File: src/rtl/i2s_rx.sv
// I2S (Philips format) slave receiver: oversamples SCK/WS/SD in i_clk and emits L/R pairs on a valid/ready port.
// Optional I2S_RX_SYNC_EN macro adds 2-flop input synchronizers for a bus asynchronous to i_clk.
module i2s_rx #(
  parameter int DATA_W = 32
) (
  input  logic              i_clk,
  input  logic              i_rst_n,
  input  logic              i_enable,
  input  logic              i2s_sck,
  input  logic              i2s_ws,
  input  logic              i2s_sd,
  output logic [DATA_W-1:0] o_left,
  output logic [DATA_W-1:0] o_right,
  output logic              o_valid,
  input  logic              i_ready,
  output logic              o_overflow,
  input  logic              i_ovf_clr
);

  localparam int CNT_W = $clog2(DATA_W + 1);
  localparam int IDX_W = $clog2(DATA_W);

  typedef enum logic [1:0] {IDLE, SYNC, RECV} state_t;

  logic sck_s, ws_s, sd_s, sck_d, sck_rise;

`ifdef I2S_RX_SYNC_EN
  logic [1:0] sck_sync, ws_sync, sd_sync;

  always_ff @(posedge i_clk) begin
    if (!i_rst_n) begin
      sck_sync <= '0;
      ws_sync  <= '0;
      sd_sync  <= '0;
    end else begin
      sck_sync <= {sck_sync[0], i2s_sck};
      ws_sync  <= {ws_sync[0],  i2s_ws};
      sd_sync  <= {sd_sync[0],  i2s_sd};
    end
  end

  assign sck_s = sck_sync[1];
  assign ws_s  = ws_sync[1];
  assign sd_s  = sd_sync[1];
`else
  assign sck_s = i2s_sck;
  assign ws_s  = i2s_ws;
  assign sd_s  = i2s_sd;
`endif

  always_ff @(posedge i_clk) begin
    if (!i_rst_n) sck_d <= 1'b0;
    else          sck_d <= sck_s;
  end

  assign sck_rise = sck_s & ~sck_d;

  state_t            state;
  logic              ws_prev;
  logic [CNT_W-1:0]  cnt;
  logic [DATA_W-1:0] shreg;
  logic [DATA_W-1:0] left_hold;
  logic              left_ok;
  logic              ws_edge;
  logic [IDX_W-1:0]  pos;
  logic [DATA_W-1:0] word_nxt;

  assign ws_edge = ws_s ^ ws_prev;
  assign pos     = IDX_W'(DATA_W - 1) - cnt[IDX_W-1:0];

  // Current bit merged in; at a word end this is the finished word (LSB included).
  always_comb begin
    word_nxt = shreg;
    if (cnt < CNT_W'(DATA_W)) word_nxt[pos] = sd_s;
  end

  always_ff @(posedge i_clk) begin
    if (!i_rst_n) begin
      state      <= IDLE;
      ws_prev    <= 1'b0;
      cnt        <= '0;
      shreg      <= '0;
      left_hold  <= '0;
      left_ok    <= 1'b0;
      o_left     <= '0;
      o_right    <= '0;
      o_valid    <= 1'b0;
      o_overflow <= 1'b0;
    end else begin
      if (o_valid && i_ready) o_valid    <= 1'b0;
      if (i_ovf_clr)          o_overflow <= 1'b0;
      if (sck_rise)           ws_prev    <= ws_s;

      case (state)
        IDLE: begin
          cnt     <= '0;
          shreg   <= '0;
          left_ok <= 1'b0;
          if (i_enable) state <= SYNC;
        end
        default: begin
          if (!i_enable) begin
            state   <= IDLE;
            cnt     <= '0;
            shreg   <= '0;
            left_ok <= 1'b0;
          end else if (sck_rise) begin
            if (ws_edge) begin
              cnt   <= '0;
              shreg <= '0;
              if (state == SYNC) begin
                // Lock on the start of a left word; the word ending here is discarded.
                if (ws_prev && !ws_s) state <= RECV;
              end else if (!ws_prev) begin
                left_hold <= word_nxt;
                left_ok   <= 1'b1;
              end else if (left_ok) begin
                left_ok <= 1'b0;
                if (!o_valid || i_ready) begin
                  o_left  <= left_hold;
                  o_right <= word_nxt;
                  o_valid <= 1'b1;
                end else begin
                  o_overflow <= 1'b1;
                end
              end
            end else begin
              shreg <= word_nxt;
              if (cnt < CNT_W'(DATA_W)) cnt <= cnt + CNT_W'(1);
            end
          end
        end
      endcase
    end
  end

endmodule

File: config.mk
export PLATFORM = sky130hd
export DESIGN_NAME = i2s_rx
export DESIGN_NICKNAME = d
export VERILOG_FILES = /design/src/rtl/i2s_rx.sv
export SDC_FILE = /design/constraint.sdc
export NUM_CORES = 1
export LEC_CHECK = 0
export BUFFER_PORTS_ARGS = -buffer_cell sky130_fd_sc_hd__buf_4
export CAP_MARGIN = 30
export CORE_AREA = 3 3 100 102
export DETAILED_ROUTE_END_ITERATION = 10
export DIE_AREA = 0 0 103 105
export GPL_TIMING_DRIVEN = 0
export PLACE_DENSITY = 0.81
export SKIP_LAST_GASP = 1
export SLEW_MARGIN = 20
export SYNTH_ARGS = -nofsm -noshare
export SYNTH_HDL_FRONTEND = slang
export SYNTH_SLANG_ARGS = --single-unit
export TNS_END_PERCENT = 1
File: constraint.sdc
create_clock -name i_clk -period 6.35 [get_ports i_clk]
set_clock_uncertainty 0.1 [all_clocks]
set_input_delay 1.27 -clock i_clk [delete_from_list [all_inputs] [get_ports i_clk]]
set_output_delay 1.27 -clock i_clk [all_outputs]
set_load 0.02 [all_outputs]
==> Implementation_results.wiki, run 1 <==
{| class="wikitable"
! Metric !! Value
|-
| Result of the run || completed
|-
| Combined area of all synthesized cells || 5420 um^2
|-
| Final Slew Violations || 0
|-
| YS warnings || 0
|-
| Vias per inst || 5.69
|-
| Initial core utilization || 58.9%
|-
| Final Hold Viols || 0
|-
| Antenna cell count || 0
|-
| Post-cts hold buffer count || 0
|-
| Largest area contributor in the synthesized netlist || sky130_fd_sc_hd__dfxtp_1
|-
| FF-to-FF setup slack || 3770 ps
|-
| FF-to-FF End || left_hold[27]$_SDFFE_PN0P_
|-
| Horizontal die dimension || 103 um
|-
| Number of nets in the final layout || 724
|-
| Full die area || 10,800 um^2
|-
| Worst IR drop on VDD || 0.213 mV
|-
| Area growth from synthesis to final layout || 22.9%
|-
| Master cell of the clock root buffer || sky130_fd_sc_hd__clkbuf_8
|-
| Last weighted congestion value of the routability-driven placer || 0.925
|-
| Area share of the leading cell type in the synthesized netlist || 52.1%
|-
| Number of cell rows || 35
|-
| Resize count post-CTS || 0
|-
| Final core utilization || 72.5%
|-
| 1st-iter DRT viols || 284
|-
| Most used cells in the layout excluding fill and tap cells || sky130_fd_sc_hd__dfxtp_1, sky130_fd_sc_hd__nand2_1, sky130_fd_sc_hd__o21ai_0, sky130_fd_sc_hd__buf_4, sky130_fd_sc_hd__a21oi_1
|-
| CP max stage delay || 660 ps
|-
| Core region area || 9200 um^2
|-
| Global-route total usage across every layer || 26.9%
|-
| Setup TNS after final layout || 0 ps
|-
| Number of buffers inserted during clock tree synthesis || 17
|-
| Finished layout cell area || 6660 um^2
|-
| Crit path capture || left_hold[27]$_SDFFE_PN0P_
|-
| Post-CTS clock slew at the launch and capture registers of the worst setup and hold paths || 60 ps
|-
| EDFF count, synth || 0
|-
| Crit Reg-Reg Startpoint || ws_prev$_SDFFE_PN0P_
|-
| Fraction of synthesis flops using an asynchronous set or reset pin || 0%
|-
| Port Buffers || 73
|-
| Post-synthesis cell count || 619
|-
| Critical Path Start Type || primary input
|-
| Worst path cell trace || buf_4, inv_1, ha_1, clkbuf_1, nor4_4, clkbuf_1, a21oi_1
|-
| Count of distinct cell types in the synthesized netlist || 33
|-
| Syn_nets || 632
|-
| Sequential fraction of the synthesis area || 52.1%
|-
| Number of detailed-route iterations in the first pass || 5
|-
| Crit path setup slack, layout || 3350 ps
|-
| CP max-delay cell || sky130_fd_sc_hd__nor4_4
|-
| Post-place instance area || 6110 um^2
|-
| Via count of the routed design || 4,751
|-
| Required time worst endpoint || 6630 ps
|-
| Worst Tran Pin Value || 635 ps
|-
| Placed Instances || 803
|-
| Max-cap violation count || 0
|-
| Worst setup path startpoint || i2s_ws
|-
| Number of remaining DRC errors || 0
|-
| Setup bufs post-CTS || 0
|-
| Nature of the critical path endpoint || flop
|-
| Peak Freq || 0.333 GHz
|-
| Sinks on Clock Net || 141
|-
| Rel. slew slack || 57.4%
|-
| Primary FF master, synth || sky130_fd_sc_hd__dfxtp_1
|-
| Leading cell type in the layout, fill and taps excluded || sky130_fd_sc_hd__dfxtp_1
|-
| Worst min path class || reg -> reg
|-
| Worst Hold Slack || 354 ps
|-
| Number of setup violations in the final report || 0
|-
| Min Tclk post-route || 3000 ps
|-
| Static leakage || 2.63 nW
|-
| Crit Path Class || in -> reg
|-
| Maximum number of pins on one net before global-route repair || 17
|-
| Syn avg cell area || 8.76 um^2
|-
| Fraction of final layout cells with drive strength greater than 1 || 17.3%
|-
| Worst slack at placement || 2910 ps
|-
| Data arrival time at the worst-slack endpoint || 3280 ps
|-
| Maximum level of the CTS H-tree || 4
|-
| Number of nets with antenna violations after routing || 0
|-
| Routed WL per cell || 16.9 um
|-
| Fin crit share || 47.3%
|-
| Number of buffers on the longest clock path || 2
|-
| Die height || 105 um
|-
| Unrepaired setup endpoints after global routing || false
|-
| TritonCTS clock tree || built
|-
| I/O pin total || 74
|-
| Worst Path Max Fanout || 10
|-
| Routed WL || 14,100 um
|-
| PnR Total Power || 1.86 mW
|-
| First-pass GRT wire length || 22,900 um
|-
| Worst reg2reg path depth || 5
|-
| Residual overflow from global routing || 0
|-
| Final Non-Filler Cells || 835
|-
| Biggest area contributors in the synthesized netlist || sky130_fd_sc_hd__dfxtp_1, sky130_fd_sc_hd__o21ai_0, sky130_fd_sc_hd__nand2_1
|-
| HPWL after DPL || 9590 um
|-
| Worst path most repeated cell || sky130_fd_sc_hd__clkbuf_1
|-
| Initial antenna violation count || 0
|-
| Clock network latency to the later pin of the worst-skew pair || 530 ps
|-
| Register bit count reported by yosys || 141
|-
| Via count of the first global-routing pass || 4,579
|-
| Power per cell area || 279 nW/um^2
|}
## worst max-delay path, delay by kind of cell
kind | cells | cell delay [ps]
AO/OA/AOI/OAI | 1 | 160
adder cells (fa/ha/maj) | 1 | 290
buffers and inverters | 4 | 900
AND/OR/NAND/NOR | 1 | 660
## layer usage
metal / wire, um / vias up / track usage, %
met4: 273 / 0 / 9.62
met3: 1040 / 26 / 6.61
met2: 6750 / 195 / 42.4
met5: 0 / - / 0
li1: - / 2309 / -
met1: 6030 / 2221 / 35.4
## logic make-up (layout without fill, tap and decap cells)
logic type	after synthesis	count (layout)	synth area share (%)
DFF	141	141	52.1
AOI/OAI and AO/OA	210	210	21.4
and+or+nand+nor	182	182	15.0
adders and majority gates	5	5	1.15
muxes	32	32	5.91
buffers and inverters	49	154	4.41
## synthesized netlist by cell type (3+ instances only)
| cell | n |
|---|---|
| sky130_fd_sc_hd__nand2b_1 | 5 |
| sky130_fd_sc_hd__a21oi_1 | 69 |
| sky130_fd_sc_hd__nor3b_1 | 4 |
| sky130_fd_sc_hd__buf_6 | 5 |
| sky130_fd_sc_hd__dfxtp_1 | 141 |
| sky130_fd_sc_hd__nand2_1 | 119 |
| sky130_fd_sc_hd__nor3_1 | 6 |
| sky130_fd_sc_hd__o21ai_1 | 4 |
| sky130_fd_sc_hd__clkbuf_1 | 29 |
| sky130_fd_sc_hd__o21a_1 | 3 |
| sky130_fd_sc_hd__nor2b_1 | 10 |
| sky130_fd_sc_hd__a21boi_0 | 3 |
| sky130_fd_sc_hd__buf_2 | 11 |
| sky130_fd_sc_hd__o21ai_0 | 94 |
| sky130_fd_sc_hd__inv_1 | 3 |
| sky130_fd_sc_hd__mux2i_1 | 32 |
| sky130_fd_sc_hd__a21boi_1 | 30 |
| sky130_fd_sc_hd__ha_1 | 5 |
| sky130_fd_sc_hd__nand3b_1 | 4 |
| sky130_fd_sc_hd__nor2_1 | 24 |
## report_power, final
group	internal (mW)	switching (mW)	leakage, nW
logic	0.0139	0.0253	1.22
registers	0.886	0.00142	1.14
clock network	0.543	0.393	0.268
## cell type report
type / count / area, um^2
Timing Repair Buffer: 73 / 548
Clock inverter: 12 / 111
Inverter: 3 / 11.3
Sequential cell: 141 / 2820
Multi-Input combinational cell: 429 / 2360
Buffer: 46 / 228
Tap cell: 111 / 139
Fill cell: 658 / 2530
Clock buffer: 20 / 445
## worst min path at each step
stage,from,end,slack [ps],cells past startpoint
after floorplan,shreg[0]$_SDFFE_PP0P_,shreg[0]$_SDFFE_PP0P_,320,2
after global placement,shreg[12]$_SDFFE_PP0P_,shreg[12]$_SDFFE_PP0P_,330,2
after detailed placement,shreg[8]$_SDFFE_PP0P_,shreg[8]$_SDFFE_PP0P_,340,2
after CTS,shreg[8]$_SDFFE_PP0P_,shreg[8]$_SDFFE_PP0P_,360,2
after global routing,left_hold[30]$_SDFFE_PN0P_,o_left[30]$_SDFFE_PN0P_,370,2
final,o_left[21]$_SDFFE_PN0P_,o_left[21]$_SDFFE_PN0P_,350,2
## state kept, by name (all words and copies together) (netlist names)
signal and cells:
sck_d 1, shreg 32, o_left 32, left_ok 1
o_overflow 1, left_hold 32, state 2, cnt 6
ws_prev 1, o_right 32, o_valid 1
Note: power is estimated with default switching activity, not from simulation.
==> run 2, diff against run 1 <==
- CORE_AREA: 3 3 100 102 -> 3 3 102 104
- DIE_AREA: 0 0 103 105 -> 0 0 105 107
- PLACE_DENSITY: 0.81 -> 0.78
- clock period: 6.35 -> 3.1 ns (I/O delays scaled with it)
==> run 2 against run 1 <==
Effect of this change:
- critical path depth shrank 2
- sequential cell count is the same
- die area grew 3.9%
- register-to-register slack lost 3200 ps
- combinational power grew 100%
- utilization shrank 2.2 points
- non-clock buffer count is the same
==> Implementation_results.wiki, run 2 (synthesis gave the netlist of run 1 again) <==
{| class="wikitable"
! Metric !! Value
|-
| Result of the run || completed
|-
| Resize count post-CTS || 0 (unchanged)
|-
| Initial core utilization || 56.2% (-2.7 points)
|-
| Antenna cell count || 0 (unchanged)
|-
| Vias per inst || 5.49 (-3.6%)
|-
| Most used cells in the layout excluding fill and tap cells || sky130_fd_sc_hd__dfxtp_1, sky130_fd_sc_hd__nand2_1, sky130_fd_sc_hd__o21ai_0, sky130_fd_sc_hd__buf_4, sky130_fd_sc_hd__a21oi_1
|-
| Post-CTS clock slew at the launch and capture registers of the worst setup and hold paths || 60 ps (about the same)
|-
| Fraction of final layout cells with drive strength greater than 1 || 17.3% (unchanged)
|-
| Maximum level of the CTS H-tree || 4 (unchanged)
|-
| Full die area || 11,200 um^2 (+3.9%)
|-
| Worst min path class || in -> reg
|-
| Number of nets in the final layout || 724 (unchanged)
|-
| Worst reg2reg path depth || 5 (unchanged)
|-
| Post-cts hold buffer count || 0 (unchanged)
|-
| Worst Hold Slack || 233 ps (-120 ps)
|-
| Setup bufs post-CTS || 0 (unchanged)
|-
| Routed WL || 13,300 um (-5.4%)
|-
| Via count of the routed design || 4,701 (-1.1%)
|-
| Port Buffers || 73 (unchanged)
|-
| Number of setup violations in the final report || 0 (unchanged)
|-
| FF-to-FF setup slack || 560 ps (-3210 ps)
|-
| Min Tclk post-route || 2540 ps
|-
| Clock network latency to the later pin of the worst-skew pair || 530 ps (about the same)
|-
| Peak Freq || 0.393 GHz
|-
| Critical Path Start Type || flop
|-
| Hold Path Cell Cnt || 2 (unchanged)
|-
| Global-route total usage across every layer || 24.5% (-2.3 points)
|-
| Fin crit share || 82.1%
|-
| Residual overflow from global routing || 0 (unchanged)
|-
| Area growth from synthesis to final layout || 25.0%
|-
| Sinks on Clock Net || 141 (unchanged)
|-
| Setup TNS after final layout || 0 ps (unchanged)
|-
| Static leakage || 2.66 nW (+1.4%)
|-
| Unrepaired setup endpoints after global routing || false
|-
| Horizontal die dimension || 105 um (+1.9%)
|-
| Number of buffers on the longest clock path || 2 (unchanged)
|-
| Nature of the critical path endpoint || flop
|-
| Initial antenna violation count || 0 (unchanged)
|-
| Max-cap violation count || 0 (unchanged)
|-
| Worst slack at placement || 287 ps (-2620 ps)
|-
| Rel. slew slack || 55.6% (-1.7 points)
|-
| Worst IR drop on VDD || 0.354 mV (+67%)
|-
| 1st-iter DRT viols || 275 (-3.2%)
|-
| Final Hold Viols || 0 (unchanged)
|-
| Worst Tran Pin Value || 664 ps (+28.9 ps)
|-
| TritonCTS clock tree || built
|-
| Via count of the first global-routing pass || 4,451 (-2.8%)
|-
| Filler Cell Count || 792 (+20%)
|-
| Number of nets with antenna violations after routing || 0 (unchanged)
|-
| Hold path startpoint || i2s_sck
|-
| Number of detailed-route iterations in the first pass || 5 (unchanged)
|-
| Die height || 107 um (+1.9%)
|-
| Crit Reg-Reg Startpoint || ws_prev$_SDFFE_PN0P_
|-
| Number of buffers inserted during clock tree synthesis || 17 (unchanged)
|-
| Power per cell area || 600 nW/um^2 (+110%)
|-
| Crit path setup slack, layout || 556 ps (-2790 ps)
|-
| Number of remaining DRC errors || 0 (unchanged)
|-
| Data arrival time at the worst-slack endpoint || 2830 ps (-450 ps)
|-
| Core region area || 9640 um^2 (+4.8%)
|-
| Number of cell rows || 36 (+2.9%)
|-
| HPWL after DPL || 9420 um (-1.7%)
|-
| Maximum number of pins on one net before global-route repair || 17 (unchanged)
|-
| Required time worst endpoint || 3390 ps (-3240 ps)
|-
| Master cell of the clock root buffer || sky130_fd_sc_hd__clkbuf_8
|-
| Routed WL per cell || 15.6 um (-7.9%)
|-
| I/O pin total || 74 (unchanged)
|-
| First-pass GRT wire length || 22,000 um (-3.7%)
|-
| Min-Delay Endpoint || sck_d$_SDFF_PN0_
|-
| Last weighted congestion value of the routability-driven placer || 0.947 (+2.4%)
|-
| Worst Path Max Fanout || 10 (unchanged)
|-
| Leading cell type in the layout, fill and taps excluded || sky130_fd_sc_hd__dfxtp_1
|-
| FF-to-FF End || left_hold[25]$_SDFFE_PN0P_
|-
| Crit Path Class || reg -> reg
|-
| Final Slew Violations || 0 (unchanged)
|}
run 2: changes by cell type in the layout (fill, tap and decap cells not counted):
cell and delta:
sky130_fd_sc_hd__bufinv_16 +3, sky130_fd_sc_hd__clkinvlp_4 -1, sky130_fd_sc_hd__clkbuf_8 +1, sky130_fd_sc_hd__clkinv_2 -3
run 2: routing by layer:
layer	GRT usage (%)	vias to the layer above	wire (um)	share of wire, %
met5	0	-	0	0
met4	9.47	0	282	2.1
met1	31.4	2187	5970	45
li1	-	2309	-	-
met2	39.6	177	6150	46
met3	6.62	28	935	7.0
run 2: final cells by class:
class	instances	area [um^2]	share of cell area [%]
inverter	3	11.3	0.166
clock buffer	21	459	6.78
sequential	141	2820	41.7
buffer	46	228	3.36
multi-input combinational	429	2360	34.8
tap	133	166	2.46
timing repair buffer	73	548	8.09
clock inverter	11	179	2.64
run 2: power by group:
| part | switching [mW] | leakage (nW) | total [mW] | internal (mW) |
|---|---|---|---|---|
| clock | 0.785 | 0.306 | 2.17 | 1.38 |
| combinational | 0.0516 | 1.22 | 0.0801 | 0.0285 |
| sequential | 0.00308 | 1.14 | 1.82 | 1.81 |
run 2: worst max-delay path by stage:
| stage | from | endpoint |
|---|---|---|
| final | ws_prev$_SDFFE_PN0P_ | left_hold[25]$_SDFFE_PN0P_ |
| after global routing | ws_prev$_SDFFE_PN0P_ | left_hold[25]$_SDFFE_PN0P_ |
| after CTS | ws_prev$_SDFFE_PN0P_ | left_hold[29]$_SDFFE_PN0P_ |
| after detailed placement | i2s_ws | left_hold[29]$_SDFFE_PN0P_ |
| after global placement | i2s_ws | left_hold[22]$_SDFFE_PN0P_ |
| after floorplan | i2s_ws | o_left[0]$_SDFFE_PN0P_ |
run 2: per-stage QoR:
step / utilization, % / area (um^2) / power (mW) / instances
final: 70.3 / 6770 / 4.06 / 857
after global routing: 70.3 / 6770 / 4.17 / 857
after CTS: 70.3 / 6770 / 4.08 / 857
after detailed placement: 63.6 / 6130 / 1.94 / 825
after global placement: 63.6 / 6130 / 1.93 / 825
after floorplan: - / 5420 / 1.91 / 619
run 2: worst max-delay path: stages, from the launching register on:
cell	delay (ps)
sky130_fd_sc_hd__dfxtp_1	450
sky130_fd_sc_hd__ha_1	290
sky130_fd_sc_hd__clkbuf_1	280
sky130_fd_sc_hd__nor4_4	660
sky130_fd_sc_hd__clkbuf_1	490
sky130_fd_sc_hd__a21oi_1	130
==> run 3, diff against run 2 <==
- ABC_AREA: not set -> 1
- CORE_AREA: 3 3 102 104 -> 3 3 114 116
- DIE_AREA: 0 0 105 107 -> 0 0 117 119
- PLACE_DENSITY: 0.78 -> 0.74
- clock period: 3.1 -> 2.31 ns (I/O delays scaled with it)
==> run 3 against run 2 <==
Effect of this change:
- utilization shrank 7.2 points
- final cell count grew 38%
- routed wire length grew 19%
- critical path type unchanged
- largest power group unchanged
- setup slack lost 370 ps
- power grew 30%
- count of clock-buffer cells in the layout grew 1
- sequential power grew 35%
- combinational power grew 130%
- global-route usage shrank 0.92 points
==> Implementation_results.wiki, run 3 <==
{| class="wikitable"
! Metric !! Value
|-
| Master cell of the clock root buffer || sky130_fd_sc_hd__clkbuf_16
|-
| Syn_nets || 946 (+50%)
|-
| Static leakage || 3.44 nW (+29%)
|-
| YS warnings || 0 (unchanged)
|-
| Routed WL || 15,800 um (+19%)
|-
| Antenna cell count || 0 (unchanged)
|-
| CP max stage delay || 350 ps (-310 ps)
|-
| Area taken by flip-flops and latches || 2820 um^2 (unchanged)
|-
| Top-count cell post-synth || sky130_fd_sc_hd__nand2_1
|-
| First-pass GRT wire length || 25,700 um (+17%)
|-
| Maximum level of the CTS H-tree || 4 (unchanged)
|-
| Port Buffers || 72 (-1.4%)
|-
| Number of remaining DRC errors || 0 (unchanged)
|-
| Worst slack at placement || -24.1 ps (-311 ps)
|-
| Primary FF master, synth || sky130_fd_sc_hd__dfxtp_1
|-
| Clock network latency to the later pin of the worst-skew pair || 430 ps (-100 ps)
|-
| Area growth from synthesis to final layout || 20.8%
|-
| Via count of the routed design || 5,908 (+26%)
|-
| Nature of the critical path endpoint || flop
|-
| Worst Path Max Fanout || 10 (unchanged)
|-
| TritonCTS clock tree || built
|-
| I/O pin total || 74 (unchanged)
|-
| Horizontal die dimension || 117 um (+11%)
|-
| Data arrival time at the worst-slack endpoint || 2330 ps (-500 ps)
|-
| Full die area || 13,900 um^2 (+24%)
|-
| Number of nets with antenna violations after routing || 0 (unchanged)
|-
| Initial core utilization || 52.2% (-4.1 points)
|-
| Number of cell rows || 40 (+11%)
|-
| Register bit count reported by yosys || 141 (unchanged)
|-
| Die height || 119 um (+11%)
|-
| Worst IR drop on VDD || 0.581 mV (+64%)
|-
| Max-cap violation count || 0 (unchanged)
|-
| Maximum number of pins on one net before global-route repair || 17 (unchanged)
|-
| EDFF count, synth || 0 (unchanged)
|-
| Number of buffers on the longest clock path || 2 (unchanged)
|-
| Number of detailed-route iterations in the first pass || 5 (unchanged)
|-
| Initial antenna violation count || 0 (unchanged)
|-
| Fin crit share || 92.1% (+10 points)
|-
| Vias per inst || 4.99 (-9.0%)
|-
| Most used cells in the layout excluding fill and tap cells || sky130_fd_sc_hd__nand2_1, sky130_fd_sc_hd__nor2_1, sky130_fd_sc_hd__dfxtp_1, sky130_fd_sc_hd__inv_1, sky130_fd_sc_hd__a21oi_1
|-
| Area occupied by multi-input gates || 2750 um^2 (+17%)
|-
| Crit path setup slack, layout || 183 ps (-372 ps)
|-
| Sinks on Clock Net || 141 (unchanged)
|-
| Power per cell area || 699 nW/um^2 (+16%)
|-
| Unrepaired setup endpoints after global routing || false
|-
| 1st-iter DRT viols || 603 (+120%)
|-
| Post-CTS clock slew at the launch and capture registers of the worst setup and hold paths || 60 ps (about the same)
|-
| Combined area of all synthesized cells || 6270 um^2 (+16%)
|-
| Worst min path class || in -> reg
|-
| Count of distinct cell types in the synthesized netlist || 25 (-24%)
|-
| Post-cts hold buffer count || 0 (unchanged)
|-
| CP max-delay cell || sky130_fd_sc_hd__ha_1
|-
| Worst setup path startpoint || ws_prev$_SDFFE_PN0P_
|-
| Residual overflow from global routing || 0 (unchanged)
|-
| Required time worst endpoint || 2510 ps (-880 ps)
|-
| Core region area || 12,000 um^2 (+25%)
|-
| Via count of the first global-routing pass || 5,353 (+20%)
|-
| Routed WL per cell || 13.3 um (-14%)
|-
| Rel. slew slack || 57.9% (+2.2 points)
|-
| Top cell types by occurrence after synthesis || sky130_fd_sc_hd__nand2_1, sky130_fd_sc_hd__nor2_1, sky130_fd_sc_hd__dfxtp_1, sky130_fd_sc_hd__inv_1, sky130_fd_sc_hd__a21oi_1
|-
| Top delay family on crit path || simple AND/OR/NAND/NOR gates
|-
| Min Tclk post-route || 2130 ps (-418 ps)
|-
| Last weighted congestion value of the routability-driven placer || 0.977 (+3.1%)
|-
| Crit Path Class || reg -> reg
|-
| Worst Hold Slack || 137 ps (-96.4 ps)
|-
| Result of the run || completed
|-
| HPWL after DPL || 11,600 um (+23%)
|-
| Final Slew Violations || 0 (unchanged)
|-
| Syn avg cell area || 6.72 um^2 (-23%)
|-
| Number of buffers inserted during clock tree synthesis || 17 (unchanged)
|-
| Global-route total usage across every layer || 23.6% (-0.92 points)
|-
| Largest area contributor in the synthesized netlist || sky130_fd_sc_hd__dfxtp_1
|-
| Critical Path Start Type || flop
|-
| Number of nets in the final layout || 1,037 (+43%)
|-
| Worst path cell trace || ha_1, nor2_2, nand3_2, clkbuf_1, a21oi_1, nor2_1
|-
| Combined buffer and inverter count along the critical path || 1 (-1)
|-
| Biggest area contributors in the synthesized netlist || sky130_fd_sc_hd__dfxtp_1, sky130_fd_sc_hd__nand2_1, sky130_fd_sc_hd__nor2_1
|-
| Final Hold Viols || 0 (unchanged)
|-
| Sequential fraction of the synthesis area || 45.0% (-7.0 points)
|-
| Peak Freq || 0.470 GHz (+20%)
|-
| Filler Cell Count || 1,165 (+47%)
|-
| Fraction of final layout cells with drive strength greater than 1 || 13.9% (-3.4 points)
|-
| Fraction of synthesis flops using an asynchronous set or reset pin || 0% (unchanged)
|-
| Crit Reg-Reg Startpoint || ws_prev$_SDFFE_PN0P_
|-
| Final Non-Filler Cells || 1,184 (+38%)
|-
| Area share of the leading cell type in the synthesized netlist || 45.0% (-7.0 points)
|-
| Leading cell type in the layout, fill and taps excluded || sky130_fd_sc_hd__nand2_1
|-
| Placed Instances || 1,152 (+40%)
|-
| Number of setup violations in the final report || 0 (unchanged)
|-
| Hold path startpoint || i2s_sck
|-
| Post-synthesis cell count || 933 (+51%)
|-
| Worst Tran Pin Value || 632 ps (-32.1 ps)
|}
run 3: cell types whose count changed after synthesis, moves of 11 or more:
cell / before / now
sky130_fd_sc_hd__nand2_1: 119 / 207
sky130_fd_sc_hd__buf_2: 11 / 28
sky130_fd_sc_hd__mux2i_1: 32 / 0
sky130_fd_sc_hd__a21boi_1: 30 / 0
sky130_fd_sc_hd__nand4_1: 1 / 14
sky130_fd_sc_hd__a21oi_1: 69 / 98
sky130_fd_sc_hd__nor2_1: 24 / 163
sky130_fd_sc_hd__nand3_1: 2 / 73
sky130_fd_sc_hd__inv_1: 3 / 112
sky130_fd_sc_hd__o21ai_0: 94 / 33
sky130_fd_sc_hd__o21bai_1: 0 / 11
run 3: cell type report:
type / count / area share, %
sequential: 141 / 37.3
multi-input combinational: 621 / 36.4
timing repair buffer: 72 / 7.14
clock buffer: 22 / 6.13
inverter: 117 / 5.80
buffer: 54 / 3.35
tap: 147 / 2.43
clock inverter: 10 / 1.52
run 3: routing by layer:
layer	global-route usage, %	vias up	wire length, um
met1	32.7	2562	7490
met5	0	-	0
met3	4.57	36	1020
li1	-	3121	-
met2	35.3	189	6860
met4	10.7	0	432
run 3: cells by family (layout without fill, tap and decap cells):
| kind of cell | count (synthesis) | after routing | synth area share [%] |
|---|---|---|---|
| compound gates | 149 | 149 | 12.4 |
| fa+ha+maj | 5 | 5 | 0.998 |
| buf+inv | 171 | 275 | 11.1 |
| flops | 141 | 141 | 45.0 |
| simple gates | 467 | 467 | 30.5 |
run 3: timing repair:
action                                  in CTS  in global routing
endpoints found under the setup margin       0                  1
resized for setup                            0                  1
setup buffers                                0                  0
run 3: power breakdown:
| part | internal, mW | leakage (nW) | switching [mW] |
|---|---|---|---|
| Clock | 1.64 | 0.276 | 1.02 |
| Sequential | 2.45 | 1.14 | 0.00688 |
| Combinational | 0.0472 | 2.03 | 0.134 |
| Total | 4.13 | 3.44 | 1.16 |
run 3: worst register-to-register path: stages (launching register included):
cell and delay [ps]:
sky130_fd_sc_hd__dfxtp_1 330, sky130_fd_sc_hd__ha_1 350, sky130_fd_sc_hd__nor2_2 190, sky130_fd_sc_hd__nand3_2 300
sky130_fd_sc_hd__clkbuf_1 330, sky130_fd_sc_hd__a21oi_1 330, sky130_fd_sc_hd__nor2_1 70
run 3: per-stage QoR:
step,power (mW),instance area [um^2],utilization [%],TNS [ps]
3_3_place_gp,2.68,6990,58.2,-38.8
3_5_place_dp,2.68,6990,58.2,-78.9
4_1_cts,5.33,7570,63.0,0
5_1_grt,5.43,7570,63.0,0
6_report,5.29,7570,63.0,0
2_1_floorplan,2.63,6270,-,0
run 3: worst paths after layout:
kind,slack [ps],depth (start not counted),end
worst max-delay path,180,6,left_hold[23]$_SDFFE_PN0P_
worst min-delay path,140,3,sck_d$_SDFF_PN0_
worst max register to register,180,6,left_hold[23]$_SDFFE_PN0P_
worst min register to register,360,2,shreg[9]$_SDFFE_PP0P_
